[src/rtl/sys_in_byte.sv]
// Memory-mapped inbound byte port on the picorv32 native bus: external pushes fill a
// small FIFO that the CPU polls via STATUS and drains via DATA loads.
module sys_in_byte #(
   parameter logic [31:0] BASE_ADDR = 32'h1000_0000,
   parameter int unsigned DEPTH     = 8
) (
   input  logic        clk,
   input  logic        reset,
   input  logic        mem_valid,
   input  logic        mem_instr,
   input  logic [31:0] mem_addr,
   input  logic [31:0] mem_wdata,
   input  logic [3:0]  mem_wstrb,
   output logic        mem_ready,
   output logic [31:0] mem_rdata,
   output logic        sel,
   input  logic [7:0]  in_byte,
   input  logic        in_byte_en
);

   localparam int unsigned AW = $clog2(DEPTH);
   localparam logic [1:0] OFF_STATUS = 2'b01;
   localparam logic [1:0] OFF_DATA   = 2'b10;

   typedef enum logic {IDLE, RESP} state_e;

   state_e        state_q, state_d;
   logic          mem_ready_q, mem_ready_d;
   logic [31:0]   rdata_q, rdata_d;
   logic [AW-1:0] rd_ptr_q, rd_ptr_d;
   logic [AW-1:0] wr_ptr_q, wr_ptr_d;
   logic [AW:0]   count_q, count_d;
   logic          overflow_q, overflow_d;
   logic [7:0]    fifo_q [DEPTH];

   logic          accept, is_read, empty, full, pop, push_ok, clr;
   logic [1:0]    offset;
   logic [31:0]   count_ext, status_word;
   logic          unused;

   assign offset  = mem_addr[3:2];
   assign is_read = (mem_wstrb == 4'b0000);
   assign sel     = mem_valid && (mem_addr[31:4] == BASE_ADDR[31:4]) && (offset != 2'b00);

   assign empty = (count_q == '0);
   assign full  = (count_q == (AW+1)'(DEPTH));

   assign count_ext   = 32'(count_q);
   assign status_word = {16'h0000, count_ext[7:0], 6'b000000, overflow_q, !empty};

   // Response handshake: one-cycle latency, ready held for exactly one cycle.
   always_comb begin
      state_d     = state_q;
      mem_ready_d = 1'b0;
      rdata_d     = '0;
      accept      = 1'b0;
      case (state_q)
         IDLE: begin
            if (sel && !mem_ready_q) begin
               accept      = 1'b1;
               mem_ready_d = 1'b1;
               state_d     = RESP;
               if (is_read) begin
                  case (offset)
                     OFF_STATUS: rdata_d = status_word;
                     OFF_DATA:   rdata_d = empty ? 32'h0 : {24'h0, fifo_q[rd_ptr_q]};
                     default:    rdata_d = '0;
                  endcase
               end
            end
         end
         RESP:    state_d = IDLE;
         default: state_d = IDLE;
      endcase
   end

   assign pop     = accept && is_read && (offset == OFF_DATA) && !empty;
   assign clr     = accept && !is_read && (offset == OFF_STATUS) && mem_wstrb[0] && mem_wdata[1];
   // A pop in the same cycle frees the slot, so a push into a full FIFO is still taken.
   assign push_ok = in_byte_en && (!full || pop);

   always_comb begin
      rd_ptr_d   = rd_ptr_q;
      wr_ptr_d   = wr_ptr_q;
      count_d    = count_q;
      overflow_d = (in_byte_en && full && !pop) || (overflow_q && !clr);
      if (push_ok) wr_ptr_d = wr_ptr_q + 1'b1;
      if (pop)     rd_ptr_d = rd_ptr_q + 1'b1;
      case ({push_ok, pop})
         2'b10:   count_d = count_q + 1'b1;
         2'b01:   count_d = count_q - 1'b1;
         default: count_d = count_q;
      endcase
   end

   // NOTE: state uses non-blocking assignments so every register samples pre-edge values.
   always_ff @(posedge clk or posedge reset) begin
      if (reset) begin
         state_q     <= IDLE;
         mem_ready_q <= 1'b0;
         rdata_q     <= '0;
         rd_ptr_q    <= '0;
         wr_ptr_q    <= '0;
         count_q     <= '0;
         overflow_q  <= 1'b0;
      end else begin
         state_q     <= state_d;
         mem_ready_q <= mem_ready_d;
         rdata_q     <= rdata_d;
         rd_ptr_q    <= rd_ptr_d;
         wr_ptr_q    <= wr_ptr_d;
         count_q     <= count_d;
         overflow_q  <= overflow_d;
      end
   end

   // NOTE: storage has no reset; empty slots are never observable because reads gate on count.
   always_ff @(posedge clk) begin
      if (push_ok) fifo_q[wr_ptr_q] <= in_byte;
   end

   assign mem_ready = mem_ready_q;
   assign mem_rdata = rdata_q;

   assign unused = ^{mem_instr, mem_addr[1:0], mem_wdata[31:2], mem_wdata[0], count_ext[31:8]};

endmodule

[config.mk]
export PLATFORM = sky130hd
export DESIGN_NAME = sys_in_byte
export DESIGN_NICKNAME = d
export VERILOG_FILES = /design/src/rtl/sys_in_byte.sv
export SDC_FILE = /design/constraint.sdc
export NUM_CORES = 1
export LEC_CHECK = 0
export BUFFER_PORTS_ARGS = -buffer_cell sky130_fd_sc_hd__buf_2
export CAP_MARGIN = 10
export CORE_UTILIZATION = 50
export CTS_CLUSTER_DIAMETER = 120
export DETAILED_ROUTE_END_ITERATION = 16
export GPL_ROUTABILITY_DRIVEN = 1
export GPL_TIMING_DRIVEN = 0
export PLACE_DENSITY = 0.81
export SLEW_MARGIN = 15
export SYNTH_ARGS = -nofsm -noshare
export SYNTH_HDL_FRONTEND = slang
export SYNTH_SLANG_ARGS = --single-unit
[constraint.sdc]
create_clock -name clk -period 5.3 [get_ports clk]
set_clock_uncertainty 0.05 [all_clocks]
set_input_delay 1.06 -clock clk [delete_from_list [all_inputs] [get_ports clk]]
set_output_delay 1.06 -clock clk [all_outputs]
set_load 0.01 [all_outputs]
==> results.rst, run 1 <==
.. list-table::
   :header-rows: 1

   * - Metric
     - Value
   * - Post-cts resize count
     - 0
   * - Most used cells in the layout excluding fill and tap cells
     - sky130_fd_sc_hd__edfxtp_1 (64), sky130_fd_sc_hd__buf_2 (60), sky130_fd_sc_hd__dfrtp_1 (24), sky130_fd_sc_hd__buf_4 (21), sky130_fd_sc_hd__conb_1 (20)
   * - Count of TritonRoute iterations in the first routing pass
     - 4
   * - Nets
     - 423
   * - Slew at the pin closest to its max-slew limit
     - 1.139 ns
   * - Power density cells
     - between 300 and 400 mW/mm2
   * - Floorplan die height
     - ~90 um
   * - Critical Path End Type
     - flop
   * - Fill count
     - about 570
   * - Outcome
     - completed
   * - Number of enable-type register cells in the synthesized netlist
     - 64
   * - Period utilization
     - 0.7071
   * - Maximum number of pins on one net before global-route repair
     - 25
   * - Required time at the endpoint of the critical path
     - between 5 and 6 ns
   * - Initial cell density of the core
     - 0.5229
   * - Number of buffers on the longest clock path
     - 2
   * - Part of the Yosys area used for sequential elements
     - 0.6545
   * - Number of antenna violations at the first check in global routing
     - 0
   * - Maximum clock frequency
     - 266.8 MHz
   * - Critical Path Source Type
     - input port
   * - Final antenna diode count
     - 0
   * - Clock tree root buffer cell
     - sky130_fd_sc_hd__clkbuf_8
   * - Total number of clock tree sinks
     - 88
   * - Peak supply drop
     - ~180 uV
   * - WL per Instance
     - about 16 um
   * - H-tree depth reported by CTS
     - 3
   * - Maximum Capacitance Violations
     - 0
   * - I/O pin total
     - between 100 and 150
   * - Number of nets still failing antenna checks after routing
     - 0
   * - Estimated wirelength of the detail-placed design
     - ~5.2 mm
   * - Cell variety after synth
     - a little under 50
   * - Initial DRC Count
     - between 150 and 200
   * - Die Footprint
     - between 0.008 and 0.009 mm2
   * - Max_slew headroom
     - 0.2345
   * - Async set-reset flop share out of synthesis
     - 0.2727
   * - Vias per Instance
     - just over 5
   * - Setup slack at placement
     - around 1.2 ns
   * - Width of the die
     - approximately 90 um
   * - Clock latency on the worst-skew pair
     - 0.34 ns
   * - YS warnings
     - 0
   * - Static leakage
     - ~1.8 nW
   * - Most common cell after layout, fill and taps aside
     - sky130_fd_sc_hd__edfxtp_1
   * - Number of standard cells after synthesis
     - roughly 240
   * - Min Clock Period, post-route
     - approximately 3.7 ns
   * - Number of buffers added to fix hold violations after cts
     - 0
   * - Classification of the worst setup path
     - in -> reg
   * - Number of global-route vias before repair
     - ~2300
   * - Routability-driven placement congestion ratio
     - ~0.8
   * - Path type of the worst min-delay path
     - reg -> reg
   * - Clock tree from TritonCTS
     - done
   * - Cell area after synthesis
     - 0.003854 mm2
   * - Total CTS buffers
     - 9
   * - Prevailing post-synth register cell
     - sky130_fd_sc_hd__edfxtp_1
   * - Global Route Usage Sum
     - 0.1865
   * - Wire length of the first global-routing pass
     - about 11 mm
   * - Post CTS Setup Buffer Count
     - 0
   * - Unrepaired setup endpoints after global routing
     - no
   * - Synthesized area per cell
     - ~16 um2
   * - Number of remaining DRC errors
     - 0
   * - Worst-path clk slew
     - ~0.09 ns
   * - Max FO, Critical Path
     - 10
   * - Setup violators final
     - 0
   * - Sum of overflow across all layers after global routing
     - 0
   * - Detailed Route WL
     - roughly 7.2 mm
   * - PortBufs
     - 59
   * - Std-Cell Rows
     - 31
   * - Depth of the worst hold-timing path
     - 1
   * - Number of storage elements in the synthesis netlist
     - approximately 90
   * - Std-Cell Core Area
     - 0.007370 mm2
   * - Data arrival at the endpoint of the critical path
     - roughly 3.7 ns
   * - Total negative slack for setup checks
     - 0 ns
   * - Worst reg-to-reg path cell count
     - 6
   * - Number of vias after detailed routing
     - between 2000 and 2500
   * - Number of max-slew violations in the final report
     - 0
   * - Area grow syn2layout
     - 18.31%
   * - Fraction of synthesized cell area taken by the top area cell type
     - 0.4987
   * - Cell type contributing the most total cell area after synthesis
     - sky130_fd_sc_hd__edfxtp_1
   * - Ratio of cells with drive above 1 in the final layout
     - 0.3864
   * - Worst setup slack after layout
     - 1.553 ns
   * - Fin. Hold Viols
     - 0
   * - Overall power consumption
     - about 0.0016 W
   * - Top cells by area, synth
     - sky130_fd_sc_hd__edfxtp_1 (50%), sky130_fd_sc_hd__dfrtp_1 (16%), sky130_fd_sc_hd__mux4_2 (9.4%)
   * - Internal reg-to-reg setup slack
     - roughly 2.1 ns
-- registers in the layout (all words and copies together), names as in the netlist --
register    flops
fifo_q         64
mem_rdata      12
count_q         4
rd_ptr_q        3
wr_ptr_q        3
mem_ready       1
overflow_q      1
-- cells by family after synthesis --
| logic type | after synthesis | share of synthesized area |
|---|---|---|
| muxes | 27 | 0.1231 |
| other | 1 | 0.0009731 |
| AOI/OAI and AO/OA | 15 | 0.02695 |
| buffers and inverters | 37 | 0.05779 |
| DFF | 88 | 0.6545 |
| adders and majority gates | 8 | 0.02792 |
| and+or+nand+nor | 62 | 0.09513 |
| xor gates and xnor gates | 6 | 0.01364 |
-- routing by layer --
metal / GRT usage / wire length (um) / vias up
li1: - / - / 1065
met1: 0.2183 / 2761 / 1085
met2: 0.3321 / 3803 / 122
met3: 0.05922 / 625 / 4
met4: 0.04781 / 33 / 0
met5: 0 / 0 / -
-- power breakdown --
part	internal, W	leakage, nW	switching, W	total (W)
Sequential	0.000846	0.897	0.0000607	0.000906
Clock	0.000186	0.0822	0.000234	0.000420
Combinational	0.000111	0.848	0.000162	0.000273
-- area by class of cell --
class	instances	area, um2	share of cell area
flip-flops and latches	88	2522	0.5532
multi-input cells	138	1206	0.2645
repair buffers	60	302.8	0.06641
plain buffers	28	188.9	0.04144
clock buffers	11	141.4	0.03101
well taps	99	123.9	0.02717
clock inverters	5	40.04	0.008782
inverters	9	33.78	0.007409
-- Yosys cell counts, types with 7 or more instances --
cell type                  number
sky130_fd_sc_hd__nor4_1         8
sky130_fd_sc_hd__ha_1           7
sky130_fd_sc_hd__mux4_2        16
sky130_fd_sc_hd__buf_4         20
sky130_fd_sc_hd__dfrtp_1       24
sky130_fd_sc_hd__edfxtp_1      64
sky130_fd_sc_hd__mux2i_1        8
sky130_fd_sc_hd__inv_1          8
sky130_fd_sc_hd__nor2_1        15
-- critical path, stage by stage --
cell and delay [ns]:
sky130_fd_sc_hd__buf_2 0.10, sky130_fd_sc_hd__or4_1 0.56, sky130_fd_sc_hd__or3_4 0.38, sky130_fd_sc_hd__nor3_4 0.33, sky130_fd_sc_hd__buf_6 0.22, sky130_fd_sc_hd__nor2_2 0.07
sky130_fd_sc_hd__nor4_2 0.93
-- worst paths after layout --
check,end,startpoint
worst max-delay path,fifo_q[1][2]$_DFFE_PP_,mem_wstrb[0]
worst min register to register,mem_ready$_DFF_PP0_,mem_ready$_DFF_PP0_
max in group asynchronous,wr_ptr_q[1]$_DFFE_PP0P_,reset
min in group asynchronous,mem_rdata[7]$_DFF_PP0_,reset
worst max register to register,fifo_q[1][2]$_DFFE_PP_,mem_ready$_DFF_PP0_
worst min-delay path,mem_ready$_DFF_PP0_,mem_ready$_DFF_PP0_
-- through the flow --
stage                     cell area (um2)  cells  hold slack (ns)    util
final                                4559    438           0.4257  0.6187
after global placement               4344    421           0.3984  0.5895
after global routing                 4559    438           0.4614  0.6187
after CTS                            4559    438           0.4213  0.6187
after floorplan                      3925    263           0.4143       -
after detailed placement             4378    422           0.4060  0.5941
No activity file was read; power rests on OpenSTA's default activity.
==> run 2: changes to the inputs <==
--- a/config.mk
+++ b/config.mk
@@ -7,12 +7,12 @@
 export LEC_CHECK = 0
 export BUFFER_PORTS_ARGS = -buffer_cell sky130_fd_sc_hd__buf_2
 export CAP_MARGIN = 10
-export CORE_UTILIZATION = 50
+export CORE_UTILIZATION = 46
 export CTS_CLUSTER_DIAMETER = 120
 export DETAILED_ROUTE_END_ITERATION = 16
 export GPL_ROUTABILITY_DRIVEN = 1
 export GPL_TIMING_DRIVEN = 0
-export PLACE_DENSITY = 0.81
+export PLACE_DENSITY = 0.78
 export SLEW_MARGIN = 15
 export SYNTH_ARGS = -nofsm -noshare
 export SYNTH_HDL_FRONTEND = slang
==> constraint.sdc (replaced) <==
create_clock -name clk -period 3.2 [get_ports clk]
set_clock_uncertainty 0.05 [all_clocks]
set_input_delay 0.64 -clock clk [delete_from_list [all_inputs] [get_ports clk]]
set_output_delay 0.64 -clock clk [all_outputs]
set_load 0.01 [all_outputs]
==> results.rst, run 2 (synthesis gave the netlist of run 1 again) <==
.. list-table::
   :header-rows: 1

   * - Metric
     - Value
   * - Unrepaired setup endpoints after global routing
     - no
   * - Largest register by flop count
     - fifo_q
   * - Worst setup slack after layout
     - 0.1858 ns
   * - Estimated wirelength of the detail-placed design
     - approximately 5 mm
   * - Count of TritonRoute iterations in the first routing pass
     - 4
   * - Sum of overflow across all layers after global routing
     - 0
   * - Critical Path Source Type
     - input port
   * - Switching part of the total power
     - 0.2911
   * - Width of the die
     - between 90 and 100 um
   * - Number of vias after detailed routing
     - about 2300
   * - Maximum Capacitance Violations
     - 0
   * - Power density cells
     - 598.2 mW/mm2
   * - Net switching power figure
     - 0.0008054 W
   * - Clock latency on the worst-skew pair
     - around 0.36 ns
   * - Setup violators final
     - 0
   * - Critical Path End Type
     - flop
   * - Worst-case hold slack
     - 0.4227 ns
   * - Static leakage
     - around 1.9 nW
   * - Number of global-route vias before repair
     - ~2200
   * - Area grow syn2layout
     - 20.03%
   * - M1 GR Usage
     - 0.2096
   * - Fin. Hold Viols
     - 0
   * - Wire length of the first global-routing pass
     - around 11 mm
   * - P_int
     - ~0.002 W
   * - Required time at the endpoint of the critical path
     - approximately 3.4 ns
   * - Die Footprint
     - 0.008748 mm2
   * - Total number of clock tree sinks
     - 88
   * - Most common cell after layout, fill and taps aside
     - sky130_fd_sc_hd__edfxtp_1
   * - Classification of the worst setup path
     - in -> reg
   * - Number of antenna violations at the first check in global routing
     - 0
   * - Worst-path clk slew
     - about 0.09 ns
   * - PortBufs
     - 59
   * - Met3 routing resource usage after global routing
     - 0.03252
   * - Floorplan die height
     - about 94 um
   * - Peak supply drop
     - 310.1 uV
   * - Nets
     - roughly 430
   * - Fraction of power consumed by the clock network
     - 0.289
   * - Fill count
     - between 600 and 700
   * - Data arrival at the endpoint of the critical path
     - between 3 and 4 ns
   * - Slew at the pin closest to its max-slew limit
     - approximately 0.94 ns
   * - Min Clock Period, post-route
     - between 3 and 4 ns
   * - Final antenna diode count
     - 0
   * - Power share of the combinational group
     - 0.167
   * - Vias per Instance
     - approximately 5.1
   * - Total negative slack for setup checks
     - 0 ns
   * - Final std cells w/o fill
     - 446
   * - Total CTS buffers
     - 9
   * - Initial DRC Count
     - around 130
   * - Met2 Use GR
     - 0.3137
   * - Path type of the worst min-delay path
     - in -> async
   * - Outcome
     - completed
   * - Number of buffers on the longest clock path
     - 2
   * - Number of remaining DRC errors
     - 0
   * - Std-Cell Core Area
     - 0.008175 mm2
   * - Max_slew headroom
     - 0.3707
   * - Number of max-slew violations in the final report
     - 0
   * - Maximum number of pins on one net before global-route repair
     - 25
   * - WL per Instance
     - between 15 and 20 um
   * - H-tree depth reported by CTS
     - 3
   * - Placed Cells
     - roughly 430
   * - Maximum clock frequency
     - between 300 and 400 MHz
   * - GRT busiest layer
     - met2
   * - Initial cell density of the core
     - 0.4714
   * - Clock tree root buffer cell
     - sky130_fd_sc_hd__clkbuf_8
   * - Sequential group share of total power
     - 0.544
   * - Number of nets still failing antenna checks after routing
     - 0
   * - Routability-driven placement congestion ratio
     - around 0.73
   * - Ratio of cells with drive above 1 in the final layout
     - 0.3930
   * - Most used cells in the layout excluding fill and tap cells
     - sky130_fd_sc_hd__edfxtp_1 (64), sky130_fd_sc_hd__buf_2 (60), sky130_fd_sc_hd__dfrtp_1 (24), sky130_fd_sc_hd__buf_4 (23), sky130_fd_sc_hd__conb_1 (20)
   * - Std-Cell Rows
     - 33
   * - I/O pin total
     - 115
   * - Global Route Usage Sum
     - 0.1768
   * - Flip-flop count of the largest register, all copies and words added
     - between 60 and 70
   * - Clock tree from TritonCTS
     - done
   * - Period utilization
     - 0.9419
   * - Detailed Route WL
     - between 7 and 8 mm
   * - Max FO, Critical Path
     - 3
   * - Setup slack at placement
     - -0.4770 ns
   * - Number of buffers added to fix hold violations after cts
     - 0
==> run 2: cell count changes in the layout (fill, tap and decap cells not counted), sizes merged <==
cell	before	now
buf	83	85
bufinv	0	1
clkbuf	16	14
clkinvlp	3	1
inv	10	13
==> run 2: per-layer routing <==
layer | share of wire | wire length (um) | vias up
met3 | 0.079 | 556 | 9
met1 | 0.38 | 2698 | 1104
li1 | - | - | 1077
met5 | 0 | 0 | -
met2 | 0.53 | 3711 | 103
met4 | 0.012 | 82 | 0
==> run 2: metrics by stage <==
stage	util	total power (W)	cell area [um2]
2_1_floorplan	-	0.001811	3931
3_3_place_gp	0.5331	0.001927	4358
3_5_place_dp	0.5355	0.001978	4378
4_1_cts	0.5631	0.002790	4603
5_1_grt	0.5658	0.002905	4626
6_report	0.5658	0.002767	4626
==> run 2: path summary, 6_finish.rpt <==
| check | endpoint | depth (start not counted) | slack [ns] | from |
|---|---|---|---|---|
| setup / recovery | count_q[1]$_DFFE_PP0P_ | 9 | 0.19 | mem_wstrb[0] |
| max in group asynchronous | wr_ptr_q[0]$_DFFE_PP0P_ | 2 | 2.09 | reset |
| min in group clk | mem_ready$_DFF_PP0_ | 1 | 0.43 | mem_ready$_DFF_PP0_ |
| hold / removal | mem_rdata[7]$_DFF_PP0_ | 2 | 0.42 | reset |
| setup reg to reg | count_q[1]$_DFFE_PP0P_ | 8 | 0.26 | mem_ready$_DFF_PP0_ |
| hold reg to reg | mem_ready$_DFF_PP0_ | 1 | 0.43 | mem_ready$_DFF_PP0_ |
==> run 2: worst max-delay path, cell delays in order <==
cell and delay (ns):
sky130_fd_sc_hd__buf_2 0.10, sky130_fd_sc_hd__or4_1 0.55, sky130_fd_sc_hd__or3_4 0.37, sky130_fd_sc_hd__nor3_4 0.18
sky130_fd_sc_hd__buf_4 0.14, sky130_fd_sc_hd__nand2_2 0.07, sky130_fd_sc_hd__fa_1 0.47, sky130_fd_sc_hd__or4b_2 0.64
sky130_fd_sc_hd__o221ai_1 0.09
==> run 2: area by class of cell <==
| type | count | area (um2) | area share |
|---|---|---|---|
| buffer | 28 | 188.9 | 0.04084 |
| sequential | 88 | 2522 | 0.5453 |
| multi-input combinational | 138 | 1224 | 0.2645 |
| tap | 105 | 131.4 | 0.02840 |
| inverter | 9 | 33.78 | 0.007303 |
| clock buffer | 9 | 123.9 | 0.02678 |
| clock inverter | 7 | 83.83 | 0.01812 |
| timing repair buffer | 62 | 317.8 | 0.06870 |
==> run 2: power groups by stage <==
| stage | Combinational, W | Sequential (W) | Clock, W |
|---|---|---|---|
| after detailed placement | 0.000454 | 0.00152 | 0 |
| after floorplan | 0.000321 | 0.00149 | 0 |
| after CTS | 0.000469 | 0.00151 | 0.000815 |
| after global placement | 0.000416 | 0.00151 | 0 |
| final | 0.000463 | 0.00150 | 0.000800 |
| after global routing | 0.000520 | 0.00152 | 0.000861 |
==> run 2: timing repair <==
action | 4_1_cts | 5_1_grt
buffers inserted | 0 | 3
resized for setup | 2 | 0
pin swaps | 0 | 1
endpoints found under the setup margin | 16 | 17
